===== config.mk =====
export PLATFORM = sky130hd
export DESIGN_NAME = deadtime_ctrl
export DESIGN_NICKNAME = d
export VERILOG_FILES = /design/src/rtl/deadtime_pkg.sv /design/src/rtl/deadtime_ch.sv /design/src/rtl/deadtime_ctrl.sv
export SDC_FILE = /design/constraint.sdc
export NUM_CORES = 1
export LEC_CHECK = 0
export CORE_ASPECT_RATIO = 2
export CORE_MARGIN = 2
export CORE_UTILIZATION = 42
export DETAILED_ROUTE_END_ITERATION = 16
export PLACE_DENSITY = 0.57
export SLEW_MARGIN = 20
export SYNTH_ARGS = -nofsm -noshare
export SYNTH_HDL_FRONTEND = slang
export SYNTH_HIERARCHICAL = 1
export SYNTH_SLANG_ARGS = --single-unit

===== constraint.sdc =====
create_clock -name clk -period 2.85 [get_ports clk]
set_input_delay 0.57 -clock clk [delete_from_list [all_inputs] [get_ports clk]]
set_output_delay 0.57 -clock clk [all_outputs]
set_load 0.02 [all_outputs]

===== src/rtl/deadtime_pkg.sv =====
// Shared types and defaults for the half-bridge dead-time controller.
package deadtime_pkg;

    localparam int NUM_CH_DEF = 3;
    localparam int DT_W_DEF   = 8;

    typedef enum logic [1:0] {
        ST_IDLE   = 2'd0,
        ST_DEAD   = 2'd1,
        ST_DRV_HI = 2'd2,
        ST_DRV_LO = 2'd3
    } ch_state_t;

    // Drive state reached once the dead interval expires; 11 is treated as 00.
    function automatic ch_state_t drive_state(input logic hi, input logic lo);
        case ({hi, lo})
            2'b10:   drive_state = ST_DRV_HI;
            2'b01:   drive_state = ST_DRV_LO;
            default: drive_state = ST_IDLE;
        endcase
    endfunction

endpackage


===== src/rtl/deadtime_ch.sv =====
// One half-bridge channel: request synchronizer, dead-time counter and gate FSM.
//   state     | meaning
//   ST_IDLE   | both gates off, no request or held off by the top level
//   ST_DEAD   | both gates off, counting the dead interval
//   ST_DRV_HI | high-side gate on
//   ST_DRV_LO | low-side gate on
module deadtime_ch
    import deadtime_pkg::*;
#(
    parameter int DT_W = DT_W_DEF
) (
    input  logic            clk,
    input  logic            rst_n,
    input  logic            hold,
    input  logic            restart,
    input  logic [DT_W-1:0] dt_cycles,
    input  logic            hi_req,
    input  logic            lo_req,
    output logic            hi_sync,
    output logic            lo_sync,
    output logic            hi_out,
    output logic            lo_out,
    output logic            dead_active
);

    logic [1:0]      sync1;
    logic [1:0]      sync2;
    logic [1:0]      prev;
    logic            change;
    ch_state_t       state;
    ch_state_t       next_state;
    logic [DT_W-1:0] count;
    logic [DT_W-1:0] count_next;
    logic [DT_W-1:0] dt_lat;
    logic [DT_W-1:0] dt_lat_next;

    always_ff @(posedge clk or negedge rst_n) begin
        if (!rst_n) begin
            sync1 <= 2'b00;
            sync2 <= 2'b00;
            prev  <= 2'b00;
        end else begin
            sync1 <= {hi_req, lo_req};
            sync2 <= sync1;
            prev  <= sync2;
        end
    end

    assign change  = (sync2 != prev);
    assign hi_sync = sync2[1];
    assign lo_sync = sync2[0];

    always_comb begin
        next_state  = state;
        count_next  = count;
        dt_lat_next = dt_lat;
        if (hold) begin
            next_state = ST_IDLE;
            count_next = '0;
        end else if (restart || change) begin
            next_state  = ST_DEAD;
            count_next  = '0;
            dt_lat_next = dt_cycles;
        end else if (state == ST_DEAD) begin
            // The counter stops at the latched value, so it can never wrap.
            if (count == dt_lat) begin
                next_state = drive_state(sync2[1], sync2[0]);
                count_next = '0;
            end else begin
                count_next = count + {{(DT_W-1){1'b0}}, 1'b1};
            end
        end
    end

    always_ff @(posedge clk or negedge rst_n) begin
        if (!rst_n) begin
            state       <= ST_IDLE;
            count       <= '0;
            dt_lat      <= '0;
            hi_out      <= 1'b0;
            lo_out      <= 1'b0;
            dead_active <= 1'b0;
        end else begin
            state       <= next_state;
            count       <= count_next;
            dt_lat      <= dt_lat_next;
            hi_out      <= (next_state == ST_DRV_HI);
            lo_out      <= (next_state == ST_DRV_LO);
            dead_active <= (next_state == ST_DEAD);
        end
    end

endmodule


===== src/rtl/deadtime_ctrl.sv =====
// Multi-channel dead-time controller: enable/fault gating around per-channel FSMs.
// Shoot-through detection is built when DEADTIME_SHOOT_THRU_DET_EN is defined.
module deadtime_ctrl
    import deadtime_pkg::*;
#(
    parameter int NUM_CH = NUM_CH_DEF,
    parameter int DT_W   = DT_W_DEF
) (
    input  logic              clk,
    input  logic              rst_n,
    input  logic              en,
    input  logic [DT_W-1:0]   dt_cycles,
    input  logic [NUM_CH-1:0] hi_req,
    input  logic [NUM_CH-1:0] lo_req,
    input  logic              clr_fault,
    output logic [NUM_CH-1:0] hi_out,
    output logic [NUM_CH-1:0] lo_out,
    output logic [NUM_CH-1:0] dead_active,
    output logic              fault
);

    logic [NUM_CH-1:0] hi_sync;
    logic [NUM_CH-1:0] lo_sync;
    logic              fault_next;
    logic              gate_next;
    logic              gate_q;
    logic              hold;
    logic              restart;

`ifdef DEADTIME_SHOOT_THRU_DET_EN
    logic fault_set;
    logic fault_q;

    // A set in the same cycle as a clear keeps the fault asserted.
    assign fault_set  = |(hi_sync & lo_sync);
    assign fault_next = fault_set | (fault_q & ~clr_fault);

    always_ff @(posedge clk or negedge rst_n) begin
        if (!rst_n) begin
            fault_q <= 1'b0;
        end else begin
            fault_q <= fault_next;
        end
    end

    assign fault = fault_q;
`else
    logic unused_ok;
    assign unused_ok  = ^{hi_sync, lo_sync, clr_fault};
    assign fault_next = 1'b0;
    assign fault      = 1'b0;
`endif

    // Channels are released on the same edge the gate opens, entering DEAD.
    assign gate_next = en & ~fault_next;
    assign hold      = ~gate_next;
    assign restart   = gate_next & ~gate_q;

    always_ff @(posedge clk or negedge rst_n) begin
        if (!rst_n) begin
            gate_q <= 1'b0;
        end else begin
            gate_q <= gate_next;
        end
    end

    for (genvar i = 0; i < NUM_CH; i++) begin : g_ch
        deadtime_ch #(
            .DT_W(DT_W)
        ) u_ch (
            .clk        (clk),
            .rst_n      (rst_n),
            .hold       (hold),
            .restart    (restart),
            .dt_cycles  (dt_cycles),
            .hi_req     (hi_req[i]),
            .lo_req     (lo_req[i]),
            .hi_sync    (hi_sync[i]),
            .lo_sync    (lo_sync[i]),
            .hi_out     (hi_out[i]),
            .lo_out     (lo_out[i]),
            .dead_active(dead_active[i])
        );
    end

endmodule


Word-level counts from Yosys, hierarchy flattened
Cells that the tools add are included.

$add $sub $neg: 3. Equality and inequality tests: 27. Multiplexer cells: 27. Bitwise logic cells: 2. Reduce and logical (&&, ||, !) cells: 6.

Operators with widths (count): 2-to-1 mux 8 bit (12); adder 8 x 1 -> 8 bit, second input constant (3); equality test 8 bit (3); 2-to-1 mux 2 bit (12); equality test 2 x 1 -> 1 bit, second input constant (9); equality test 2 bit, second input constant (9); one-hot mux 2 bit (2 select lines) (3); != test 3 x 1 -> 1 bit, second input constant (3); != test 2 bit (3); AND reduction 2 bit (3); logical OR 1 bit (3); AND 1 bit (1); NOT 1 bit (1).

Register bits after elaboration: 82. Input bits: 18. Output and inout bits: 10. Logic and storage cells: 93.

Depth between registers and ports, before layout
Word-level depth: 7. Depth in mapped cells: 6.

Cells and area by module
The synthesis kept the hierarchy.

Modules (own cells, without submodules): deadtime_ch (g_ch[1].u_ch ...) (instances 2, cells an instance 105, area an instance 1256.2 um2, seq. area each 675.6 um2); deadtime_ch (g_ch[0].u_ch) (instances 1, cells an instance 107, area an instance 1276.2 um2, seq. area each 675.6 um2); deadtime_ctrl (instances 1, cells an instance 5, area an instance 53.8 um2, seq. area each 25.0 um2).

Worst setup path after synthesis
OpenSTA, ideal clock, no wires.

Kind: input-to-reg. Start point: input port en. End point: register g_ch[0].u_ch.count[5]. Data arrival time: 1.782 ns. Data required time: 2.775 ns. Setup slack: 0.993 ns. Stages: 6. Buffers on the path: 1. Cells stage by stage: inv_1 -> nor2_1 -> nor4bb_4 -> buf_6 -> or4_4 -> a21oi_2.

Cells in the longest elaborated chain, start to end: 4.

Ends and longest elaborated chain: from (decl) (line deadtime_ctrl.sv:11) `input logic en,`; AND 1 bit (line deadtime_ctrl.sv:57) `assign restart = gate_next & ~gate_q;`; logical OR 1 bit (line deadtime_ch.sv:60) `end else if (restart || change) begin`; 2-to-1 mux 8 bit (line deadtime_ch.sv:60); 2-to-1 mux 8 bit (line deadtime_ch.sv:57) `if (hold) begin`; to (signal assigned) (line deadtime_ch.sv:85) `count <= count_next;`; to (decl) (line deadtime_ch.sv:32) `logic [DT_W-1:0] count;`.

Parallel ways exist; a longest one is shown, timed or not. A chain may end at the register's enable or synchronous reset.

Final worst setup path
Start point: input port en. End point: register g_ch[2].u_ch.count[7].

Cells in the longest elaborated chain, start to end: 4.

Ends and longest elaborated chain (line): AND 1 bit (deadtime_ctrl.sv:57); logical OR 1 bit (deadtime_ch.sv:60); 2-to-1 mux 8 bit (deadtime_ch.sv:60); 2-to-1 mux 8 bit (deadtime_ch.sv:57); to (signal assigned) (deadtime_ch.sv:85); to (decl) (deadtime_ch.sv:32).

Parallel ways exist; a longest one is shown, timed or not.

==> impl_results.md <==
- Post-route ant nets: 0
- Synthesized-area fraction occupied by and/or/nand/nor cells: 15.3%
- Outcome: completed
- Mux contribution to synthesized area: 7.03%
- Final Hold Fails: 0
- Crit share post-route: 77.2%
- Least-Margin Pin Slew: 887 ps
- Placer Congestion: 0.818
- Final setup TNS: 0 ps
- Layout cell share with drive strength beyond 1: 19.9%
- R2r worst-path depth: 4
- Drt total wl: 7970 um
- Maximum clock insertion buffer count: 2
- Clk pin slew, worst setup/hold paths: 60 ps
- Flop-to-flop setup slack: 720 ps
- Seq/Total Area, Yosys: 53.4%
- Final Critical Period: 2200 ps
- Adder-cell area share of the yosys netlist: 1.95%
- CTS resizes: 0
- RSZ-0062 raised after global routing: no
- Largest net degree at the start of global routing: 43
- Area grow syn2layout: 18.9%
- Post-Layout Cell Count: 468
- Via count: 2671
- CP Capture Type: flop
- Full die area: 9980 um^2
- Synth top area share: 53.4%
- Uppermost layer routed: met4
- Met2 wire length: 4460 um
- Skew final: 5.43 ps
- Cell taking the most area after synthesis: dfrtp_1
- Clock Latency Late Sink: 340 ps
- Rows: 49
- Fmax: 455 MHz
- Arr. time, crit path: 2460 ps
- Diode count: 0
- Placed instance count: 452
- Die Width: 71.6 um
- Post-CTS Hold Buffers: 0
- Setup CP Type: input pin to flop
- Die height: 139 um
- Seq cells post-synth: 82
- Yosys cell types: 43
- Post-synthesis xor/xnor area fraction: 8.47%
- Synth Area in Compound Gates: 12.1%
- Port-buffer cells: 25
- Sink Count: 82
- Leakage: 1.80 nW
- Setup bufs post-CTS: 0
- Slew Limit Fails: 0
- Critical-path maximum fanout: 11
- Vias in the first global route: 2770
- DR WL/cell: 17.0 um
- I/O pins: 28
- Met1 WL: 2980 um
- Initial antenna violation count: 0
- DRT iter0 DRCs: 98
- DRT Pass-1 Iters: 4
- Starting Density: 42.9%
- First-pass GRT wire length: 13400 um
- Mapped Nets: 346
- Reg-to-Reg Start: g_ch[1].u_ch/count[2]
- Hpwl dp: 5860 um
- Syn Inst Count: 322
- H-tree depth: 3
- YS warnings: 6
- Via density per instance: 5.71
- CORE AREA: 8950 um^2
- CTS tree: built
- Maximum vdd drop: 0.410 mV
- Synth Cell Area: 3840 um^2
- Final setup fails: 0
- Area contributors post-synth: dfrtp_1 (53%), mux2_2 (7.0%), xnor2_1 (5.9%)
- Worst min path class: input pin to asynchronous set/reset pin
- Avg Inst Size Synth: 11.9 um^2
- GRT Residual Overflow: 0
- Num CTS Buffers: 9
- Maxcap violations: 0
- Slew margin rel.: 40.4%
- Fin nets: 385
- CP required: 3110 ps
- DR DRC count: 0
- Startpoint Class: input pin
- Power Density: 618 nW/um^2
- Largest family of logic cells by synthesized area: simple AND/OR/NAND/NOR gates
- Met3 wire len: 245 um
- GRT Overall Usage: 17.7%
- Clk root buf: clkbuf_16
- R2R Path End: g_ch[1].u_ch/count[2]
==> through the flow <==
stage | worst slack [ps] | power [mW] | hold WS [ps] | utilization, % | area, um^2
after floorplan | 993 | 1.51 | 274 | - | 3840
after global placement | 252 | 1.63 | 335 | 47.5 | 4250
after detailed placement | 263 | 1.63 | 338 | 47.5 | 4250
after CTS | 615 | 2.86 | 243 | 51.0 | 4570
after global routing | 461 | 2.94 | 267 | 51.0 | 4570
final | 650 | 2.82 | 227 | 51.0 | 4570
==> cell usage in the layout (no fill, tap or decap), types with 2 or more instances in the layout <==
| cell type | count |
|---|---|
| a21oi_1 | 27 |
| and2_1 | 2 |
| and2b_1 | 2 |
| and4_1 | 2 |
| buf_4 | 5 |
| clkbuf_1 | 2 |
| clkbuf_16 | 9 |
| clkbuf_8 | 4 |
| clkdlybuf4s50_1 | 24 |
| dfrtp_1 | 82 |
| ha_1 | 6 |
| inv_1 | 11 |
| mux2_2 | 24 |
| nand2_1 | 11 |
| nand2b_1 | 5 |
| nand3_1 | 9 |
| nand4_1 | 9 |
| nor2_1 | 12 |
| nor2_2 | 3 |
| nor3_1 | 8 |
| nor4_4 | 2 |
| o211a_1 | 2 |
| o211ai_1 | 2 |
| o21a_1 | 3 |
| o21ai_0 | 14 |
| o31ai_1 | 11 |
| o41a_1 | 2 |
| o41ai_1 | 6 |
| or2_2 | 2 |
| or3_1 | 3 |
| or3_2 | 9 |
| or4_1 | 7 |
| xnor2_1 | 26 |
| xor2_2 | 6 |
==> synth_stat cells <==
master	number
o41a_1	2
xor2_2	6
or3_1	3
and4_1	2
o21ai_0	14
or4_1	7
nand2b_2	1
o211a_1	2
inv_1	11
or2_2	2
o41ai_1	6
nor3_1	8
mux2_2	24
o211ai_1	2
o2111ai_1	1
o31ai_1	11
and2_1	2
nor2b_4	1
nand4_1	9
and2b_1	2
o31ai_2	1
nor2_1	12
buf_6	1
buf_4	1
dfrtp_1	82
nand2b_1	5
nor4_1	1
xnor2_1	26
nor2_2	3
nand3_1	9
or4_4	1
a21oi_2	1
a211o_1	1
or3_2	9
and3_2	1
nor4bb_4	1
nor4_4	2
o21a_1	3
a21oi_1	27
a21o_1	1
conb_1	1
nand2_1	11
ha_1	6
==> layer usage <==
metal	track usage (%)	vias to the layer above
li1	-	1255
met1	18.9	1343
met2	31.5	53
met3	3.26	20
met4	10.4	0
met5	0	-
==> worst max-delay path, cell delays in order <==
cell and delay (ps):
clkdlybuf4s50_1 500, inv_1 190, or2_2 400, nor3_1 340, o31ai_1 280, a21oi_1 180
==> how the worst max path moves through the flow <==
| stage | startpoint | to | slack (ps) | depth (start not counted) |
|---|---|---|---|---|
| 5_1_grt | en | g_ch[1].u_ch/count[4] | 460 | 6 |
| 4_1_cts | en | g_ch[1].u_ch/count[2] | 620 | 7 |
| 3_5_place_dp | en | g_ch[1].u_ch/count[2] | 260 | 7 |
| 6_report | en | g_ch[2].u_ch/count[7] | 650 | 6 |
| 2_1_floorplan | en | g_ch[0].u_ch/count[5] | 990 | 6 |
| 3_3_place_gp | en | g_ch[1].u_ch/count[2] | 250 | 7 |
==> power breakdown <==
group / total [mW] / internal, mW / leakage, nW / switching (mW)
combinational: 0.310 / 0.150 / 0.607 / 0.159
clock: 1.21 / 0.775 / 0.156 / 0.438
sequential: 1.30 / 1.24 / 1.03 / 0.0596
==> logic make-up (layout without fill, tap and decap cells) <==
| logic type | Yosys count | count (layout) |
|---|---|---|
| and+or+nand+nor | 92 | 92 |
| DFF | 82 | 82 |
| AOI/OAI and AO/OA | 72 | 72 |
| xor gates and xnor gates | 32 | 32 |
| muxes | 24 | 24 |
| buffers and inverters | 13 | 57 |
| adders and majority gates | 6 | 6 |
| other | 1 | 1 |
==> sequential cells by signal (all words and copies together) (netlist names) <==
name and cells:
g_ch.u_ch/lo_out 3, g_ch.u_ch/dead_active 3, g_ch.u_ch/state 6, g_ch.u_ch/dt_lat 24, g_ch.u_ch/sync2 6, gate_q 1
g_ch.u_ch/hi_out 3, g_ch.u_ch/sync1 6, g_ch.u_ch/prev 6, g_ch.u_ch/count 24
==> cell type report <==
type,count,area (um^2)
repair buffers,30,298
fillers,792,4380
well taps,102,128
clock inverters,1,30.0
inverters,11,41.3
flip-flops and latches,82,2050
clock buffers,15,288
multi-input cells,227,1730
Note: power is estimated with default switching activity, not from simulation.
